==> config.mk <==
export PLATFORM = sky130hd
export DESIGN_NAME = bin2ascii_converter_flat
export DESIGN_NICKNAME = d
export VERILOG_FILES = /design/src/rtl/bin2ascii_converter_if.sv /design/src/rtl/bin2ascii_converter.sv /design/src/flat_wrapper.sv
export SDC_FILE = /design/constraint.sdc
export NUM_CORES = 1
export LEC_CHECK = 0
export CAP_MARGIN = 10
export CORE_MARGIN = 2
export CORE_UTILIZATION = 45
export CTS_BUF_LIST = sky130_fd_sc_hd__clkbuf_4 sky130_fd_sc_hd__clkbuf_8
export DETAILED_ROUTE_END_ITERATION = 10
export GPL_ROUTABILITY_DRIVEN = 0
export PLACE_DENSITY = 0.73
export SYNTH_ARGS = -nofsm -noshare
export SYNTH_HDL_FRONTEND = slang
export SYNTH_SLANG_ARGS = --single-unit
==> constraint.sdc <==
create_clock -name clk -period 1.35 [get_ports clk]
set_clock_uncertainty 0.15 [all_clocks]
set_input_delay 0.2025 -clock clk [delete_from_list [all_inputs] [get_ports clk]]
set_output_delay 0.2025 -clock clk [all_outputs]
set_load 0.02 [all_outputs]
==> src/rtl/bin2ascii_converter_if.sv <==
// Start/done handshake and result bundle for bin2ascii_converter.
interface bin2ascii_converter_if #(
  parameter int BIN_W  = 7,
  parameter int DIGITS = 2
);
  logic                  start;
  logic [BIN_W-1:0]      value;
  logic                  busy;
  logic                  done;
  logic                  overflow;
  logic [7*DIGITS-1:0]   ascii;

  modport master (
    output start, value,
    input  busy, done, overflow, ascii
  );

  modport slave (
    input  start, value,
    output busy, done, overflow, ascii
  );
endinterface

==> src/rtl/bin2ascii_converter.sv <==
// Iterative double-dabble binary to decimal-ASCII converter
// with leading-zero blanking and overflow saturation.
module bin2ascii_converter #(
  parameter int         BIN_W      = 7,
  parameter int         DIGITS     = 2,
  parameter bit         BLANK_LZ   = 1'b1,
  parameter logic [6:0] BLANK_CHAR = 7'h20,
  parameter logic [6:0] OVF_CHAR   = 7'h2D
) (
  input  logic                 clk,
  input  logic                 rst_n,
  bin2ascii_converter_if.slave bus
);

  function automatic int calc_nb(input int w);
    longint m;
    int     n;
    m = (longint'(1) << w) - 1;
    n = 1;
    for (int i = 0; i < 8; i++) begin
      if (m >= 10) begin
        m = m / 10;
        n = n + 1;
      end
    end
    return n;
  endfunction

  localparam int NB = calc_nb(BIN_W);
  localparam int NW = (NB > DIGITS) ? NB : DIGITS;
  localparam int CW = $clog2(BIN_W + 1);

  typedef enum logic [1:0] {
    IDLE,
    CONV,
    FMT
  } state_t;

  state_t                state, state_n;
  logic [BIN_W-1:0]      shift, shift_n;
  logic [4*NB-1:0]       bcd, bcd_n;
  logic [CW-1:0]         cnt, cnt_n;
  logic                  busy, busy_n;
  logic                  done, done_n;
  logic                  ovf, ovf_n;
  logic [7*DIGITS-1:0]   ascii, ascii_n;

  logic [4*NB-1:0]       adj;
  logic [4*NW-1:0]       ext;
  logic                  fmt_ovf;
  logic                  lead;
  logic [7*DIGITS-1:0]   fmt;

  always_ff @(posedge clk or negedge rst_n) begin
    if (!rst_n) begin
      state <= IDLE;
      shift <= '0;
      bcd   <= '0;
      cnt   <= '0;
      busy  <= 1'b0;
      done  <= 1'b0;
      ovf   <= 1'b0;
      ascii <= '0;
    end else begin
      state <= state_n;
      shift <= shift_n;
      bcd   <= bcd_n;
      cnt   <= cnt_n;
      busy  <= busy_n;
      done  <= done_n;
      ovf   <= ovf_n;
      ascii <= ascii_n;
    end
  end

  always_comb begin
    adj = bcd;
    for (int k = 0; k < NB; k++) begin
      if (bcd[4*k +: 4] >= 4'd5)
        adj[4*k +: 4] = bcd[4*k +: 4] + 4'd3;
    end
  end

  // Digits above DIGITS only exist to detect overflow.
  always_comb begin
    ext = '0;
    ext[4*NB-1:0] = bcd;
    fmt_ovf = 1'b0;
    for (int k = DIGITS; k < NW; k++) begin
      if (ext[4*k +: 4] != 4'd0)
        fmt_ovf = 1'b1;
    end
    fmt  = '0;
    lead = BLANK_LZ;
    for (int k = DIGITS - 1; k >= 0; k--) begin
      if (fmt_ovf) begin
        fmt[7*k +: 7] = OVF_CHAR;
      end else if (lead && k != 0 &&
                   ext[4*k +: 4] == 4'd0) begin
        fmt[7*k +: 7] = BLANK_CHAR;
      end else begin
        fmt[7*k +: 7] = 7'h30 + {3'b000, ext[4*k +: 4]};
        lead = 1'b0;
      end
    end
  end

  always_comb begin
    state_n = state;
    shift_n = shift;
    bcd_n   = bcd;
    cnt_n   = cnt;
    busy_n  = busy;
    done_n  = 1'b0;
    ovf_n   = ovf;
    ascii_n = ascii;
    unique case (state)
      IDLE: begin
        // The done cycle itself does not accept a new request.
        if (bus.start && !done) begin
          shift_n = bus.value;
          bcd_n   = '0;
          cnt_n   = '0;
          busy_n  = 1'b1;
          state_n = CONV;
        end
      end
      CONV: begin
        {bcd_n, shift_n} = {adj, shift} << 1;
        cnt_n = cnt + 1'b1;
        if (cnt == CW'(BIN_W - 1))
          state_n = FMT;
      end
      FMT: begin
        ascii_n = fmt;
        ovf_n   = fmt_ovf;
        done_n  = 1'b1;
        busy_n  = 1'b0;
        state_n = IDLE;
      end
      default: state_n = IDLE;
    endcase
  end

  assign bus.busy     = busy;
  assign bus.done     = done;
  assign bus.overflow = ovf;
  assign bus.ascii    = ascii;

endmodule

==> src/flat_wrapper.sv <==
// flat-port wrapper written by rule: the top's interface ports become plain ports
module bin2ascii_converter_flat 
#(
  parameter int         BIN_W      = 7,
  parameter int         DIGITS     = 2,
  parameter bit         BLANK_LZ   = 1'b1,
  parameter logic [6:0] BLANK_CHAR = 7'h20,
  parameter logic [6:0] OVF_CHAR   = 7'h2D
)
  (clk, rst_n, bus_start, bus_value, bus_busy, bus_done, bus_overflow, bus_ascii);
  bin2ascii_converter_if #(.BIN_W(BIN_W), .DIGITS(DIGITS)) bus_i ();
  input  logic clk;
  input  logic rst_n;
  input wire logic [$bits(bus_i.start)-1:0] bus_start;
  input wire logic [$bits(bus_i.value)-1:0] bus_value;
  output wire logic [$bits(bus_i.busy)-1:0] bus_busy;
  output wire logic [$bits(bus_i.done)-1:0] bus_done;
  output wire logic [$bits(bus_i.overflow)-1:0] bus_overflow;
  output wire logic [$bits(bus_i.ascii)-1:0] bus_ascii;
  assign bus_i.start = bus_start;
  assign bus_i.value = bus_value;
  assign bus_busy = bus_i.busy;
  assign bus_done = bus_i.done;
  assign bus_overflow = bus_i.overflow;
  assign bus_ascii = bus_i.ascii;
  bin2ascii_converter #(.BIN_W(BIN_W), .DIGITS(DIGITS), .BLANK_LZ(BLANK_LZ), .BLANK_CHAR(BLANK_CHAR), .OVF_CHAR(OVF_CHAR)) u_core (.clk(clk), .rst_n(rst_n), .bus(bus_i));
endmodule
==> results.sh <==
export IMPL_syn_inst=169
export IMPL_violations="negative setup slack"
export IMPL_synthTopCellsByCount="dfrtp_1, nand2_1, nor2_1"
export IMPL_finalMaxSlewViolations=0
export IMPL_r2r_cells=6
export IMPL_layout_drive_gt1_share=0.4690
export IMPL_ys_seq_area_frac=0.5292
export IMPL_vias=1443
export IMPL_die_y_um=67.19
export IMPL_cts_root_buf="clkbuf_8"
export IMPL_final_antenna_net_count=0
export IMPL_instances_no_fill=274
export IMPL_outcome="finished, violations left"
export IMPL_worstSetupEndpointType="flip-flop"
export IMPL_antenna_found_initial=0
export IMPL_hold_violations=0
export IMPL_ys_warn_count=0
export IMPL_clk_pin_slew_ps=80
export IMPL_synth_area_leaders="dfrtp_1, ha_1, nand2_1, mux2i_1, o21ai_2"
export IMPL_io_buffers=24
export IMPL_dpl_hpwl_um=2666
export IMPL_synth_most_common_cell="dfrtp_1"
export IMPL_finalSetupTns_ps=-1397
export IMPL_drt_iter0_markers=101
export IMPL_reg2reg_setup_slack_ps=-120
export IMPL_drv_cap=0
export IMPL_grt_start_max_net_pins=39
export IMPL_fin_nets=243
export IMPL_whs_ps=124.4
export IMPL_p_leak_nw=1.190
export IMPL_syn_area_mm2=0.001797
export IMPL_synth_top_cell_by_area="dfrtp_1"
export IMPL_powerDensity_mw_per_mm2=2478
export IMPL_syn_to_final_growth_pct=50.70
export IMPL_grt_overflow_total=0
export IMPL_die_area_mm2=0.004514
export IMPL_setup_violations=21
export IMPL_diodes=0
export IMPL_clockBufferDepth=2
export IMPL_numCtsBuffers=5
export IMPL_avgRoutedWirePerCell_um=15.63
export IMPL_cts_sinks=38
export IMPL_route_detailed_drc=0
export IMPL_synth_edf_count=0
export IMPL_fin_crit_sh=1.086
export IMPL_clock_fmax_ghz=0.6819
export IMPL_r2r_end="u_core.shift[1]"
export IMPL_ys_ff_latch=38
export IMPL_ys_dominant_reg_cell="dfrtp_1"
export IMPL_rows=22
export IMPL_initial_core_util=0.4799
export IMPL_place_area_mm2=0.002367
export IMPL_critical_path_class="reg2reg"
export IMPL_crit_arrival_ps=1510
export IMPL_yosys_area_top_type_share=0.5292
export IMPL_drt_wl_total_um=4282
export IMPL_rsz0062_at_grt="true"
export IMPL_io_pins=27
export IMPL_dp_cells=258
export IMPL_clk_latency_ps=300
export IMPL_layout_setup_ws_ps=-116.5
export IMPL_first_pass_iters=4
export IMPL_die_w_um=67.19
export IMPL_first_global_vias=1469
export IMPL_critPathMaxFanout=4
export IMPL_critPathRequiredTime_ps=1390
export IMPL_synth_cell_types=33
export IMPL_core_area_mm2=0.003744
export IMPL_syn_area_per_cell_um2=10.63
export IMPL_cts_tree="yes"
export IMPL_hold_path_class="in2async"
export IMPL_async_flop_share=1.000
export IMPL_peakVddDrop_mv=1.200
export IMPL_fin_area_mm2=0.002708
export IMPL_vias_per_cell=5.266
export IMPL_htreeDepth=2
export IMPL_reg2reg_from="u_core.state[1]"
export IMPL_grt_total_usage=0.2123
export IMPL_grt_pass1_wl_um=6955
export IMPL_period_minus_slack_ps=1466
export IMPL_critPathLaunchType="flip-flop"
==> cell type report <==
| type | instances | area (µm²) |
|---|---|---|
| clock inverter | 2 | 60.06 |
| sequential | 38 | 954.7 |
| multi-input combinational | 114 | 969.7 |
| inverter | 10 | 40.04 |
| tap | 48 | 60.06 |
| clock buffer | 6 | 82.58 |
| fill | 257 | 1036 |
| timing repair buffer | 56 | 540.5 |
==> what timing repair did <==
item,in CTS,in global routing
cloned,1,1
pin swaps,19,8
resized for setup,50,42
buffers inserted,4,2
hold buffers,0,0
endpoints found under the hold margin,0,0
endpoints found under the setup margin,42,49
==> per-layer routing <==
layer / global-route usage / up-vias / share of wire / wire [µm]
met2: 0.3502 / 37 / 0.51 / 2197
met5: 0 / - / 0 / 0
li1: - / 691 / - / -
met3: 0.06000 / 7 / 0.051 / 218
met1: 0.2633 / 708 / 0.42 / 1795
met4: 0.08418 / 0 / 0.017 / 71
==> how the worst max path moves through the flow <==
stage | from | end | slack [ps] | cells after the start
2_1_floorplan | u_core.bus.done | u_core.shift[5] | -170 | 4
3_3_place_gp | bus_start | u_core.cnt[2] | -360 | 6
3_5_place_dp | bus_start | u_core.cnt[2] | -360 | 6
4_1_cts | u_core.bcd[9] | u_core.bcd[9] | -120 | 6
5_1_grt | u_core.state[1] | u_core.shift[3] | -170 | 5
6_report | u_core.state[1] | u_core.shift[1] | -120 | 6
==> worst max-delay path, stage by stage, from the launching register on <==
cell	delay (ps)
dfrtp_1	390
buf_6	140
buf_6	110
nor2_4	200
buf_6	160
clkbuf_16	140
o21ai_2	50
==> report_power, final <==
part	leakage (nW)	total (mW)	switching [mW]	internal, mW
Clock	0.0714	1.21	0.424	0.788
Combinational	0.659	3.54	1.72	1.82
Sequential	0.459	1.95	0.396	1.56
Total	1.19	6.71	2.54	4.16
==> state kept, by name, summed over array words and instances, names as in the netlist <==
name,count
u_core.bus.ascii,11
u_core.state,2
u_core.bus.done,1
u_core.shift,7
u_core.bus.busy,1
u_core.bcd,12
u_core.cnt,3
u_core.bus.overflow,1
==> metrics by stage <==
stage / util / power, mW / worst slack [ps]
after floorplan: - / 3.656 / -166.5
after global placement: 0.6324 / 4.610 / -364.8
after detailed placement: 0.6324 / 4.756 / -359.8
after CTS: 0.7082 / 6.356 / -119.5
after global routing: 0.7233 / 7.136 / -166.3
final: 0.7233 / 6.708 / -116.5
==> cell families (layout without fill, tap and decap cells) <==
group                    count (synthesis)  in the layout  synth area share
AO/OA/AOI/OAI                           41             41            0.1637
XOR/XNOR                                 5              5           0.02438
adder cells (fa/ha/maj)                  8              8           0.05571
buffers and inverters                   18             74           0.05223
flip-flops                              38             38            0.5292
multiplexers                             6              6           0.03343
other                                    1              2          0.002087
AND/OR/NAND/NOR                         52             52            0.1393
==> layout by cell type, fill, tap and decap left out, types with 3 or more instances in the layout <==
cell type / count
buf_6: 10
dfrtp_1: 35
clkbuf_2: 13
clkbuf_8: 6
o21ai_1: 9
nand2b_4: 4
buf_4: 16
inv_2: 8
nand2_2: 5
ha_4: 4
buf_12: 4
dfrtp_2: 3
o21ai_2: 7
a21oi_4: 3
nor2_1: 10
o22a_1: 4
clkdlybuf4s50_1: 9
mux2i_1: 6
a32o_1: 3
nand2_1: 21
nand3_2: 3
Power figures use the tool's default switching activity.
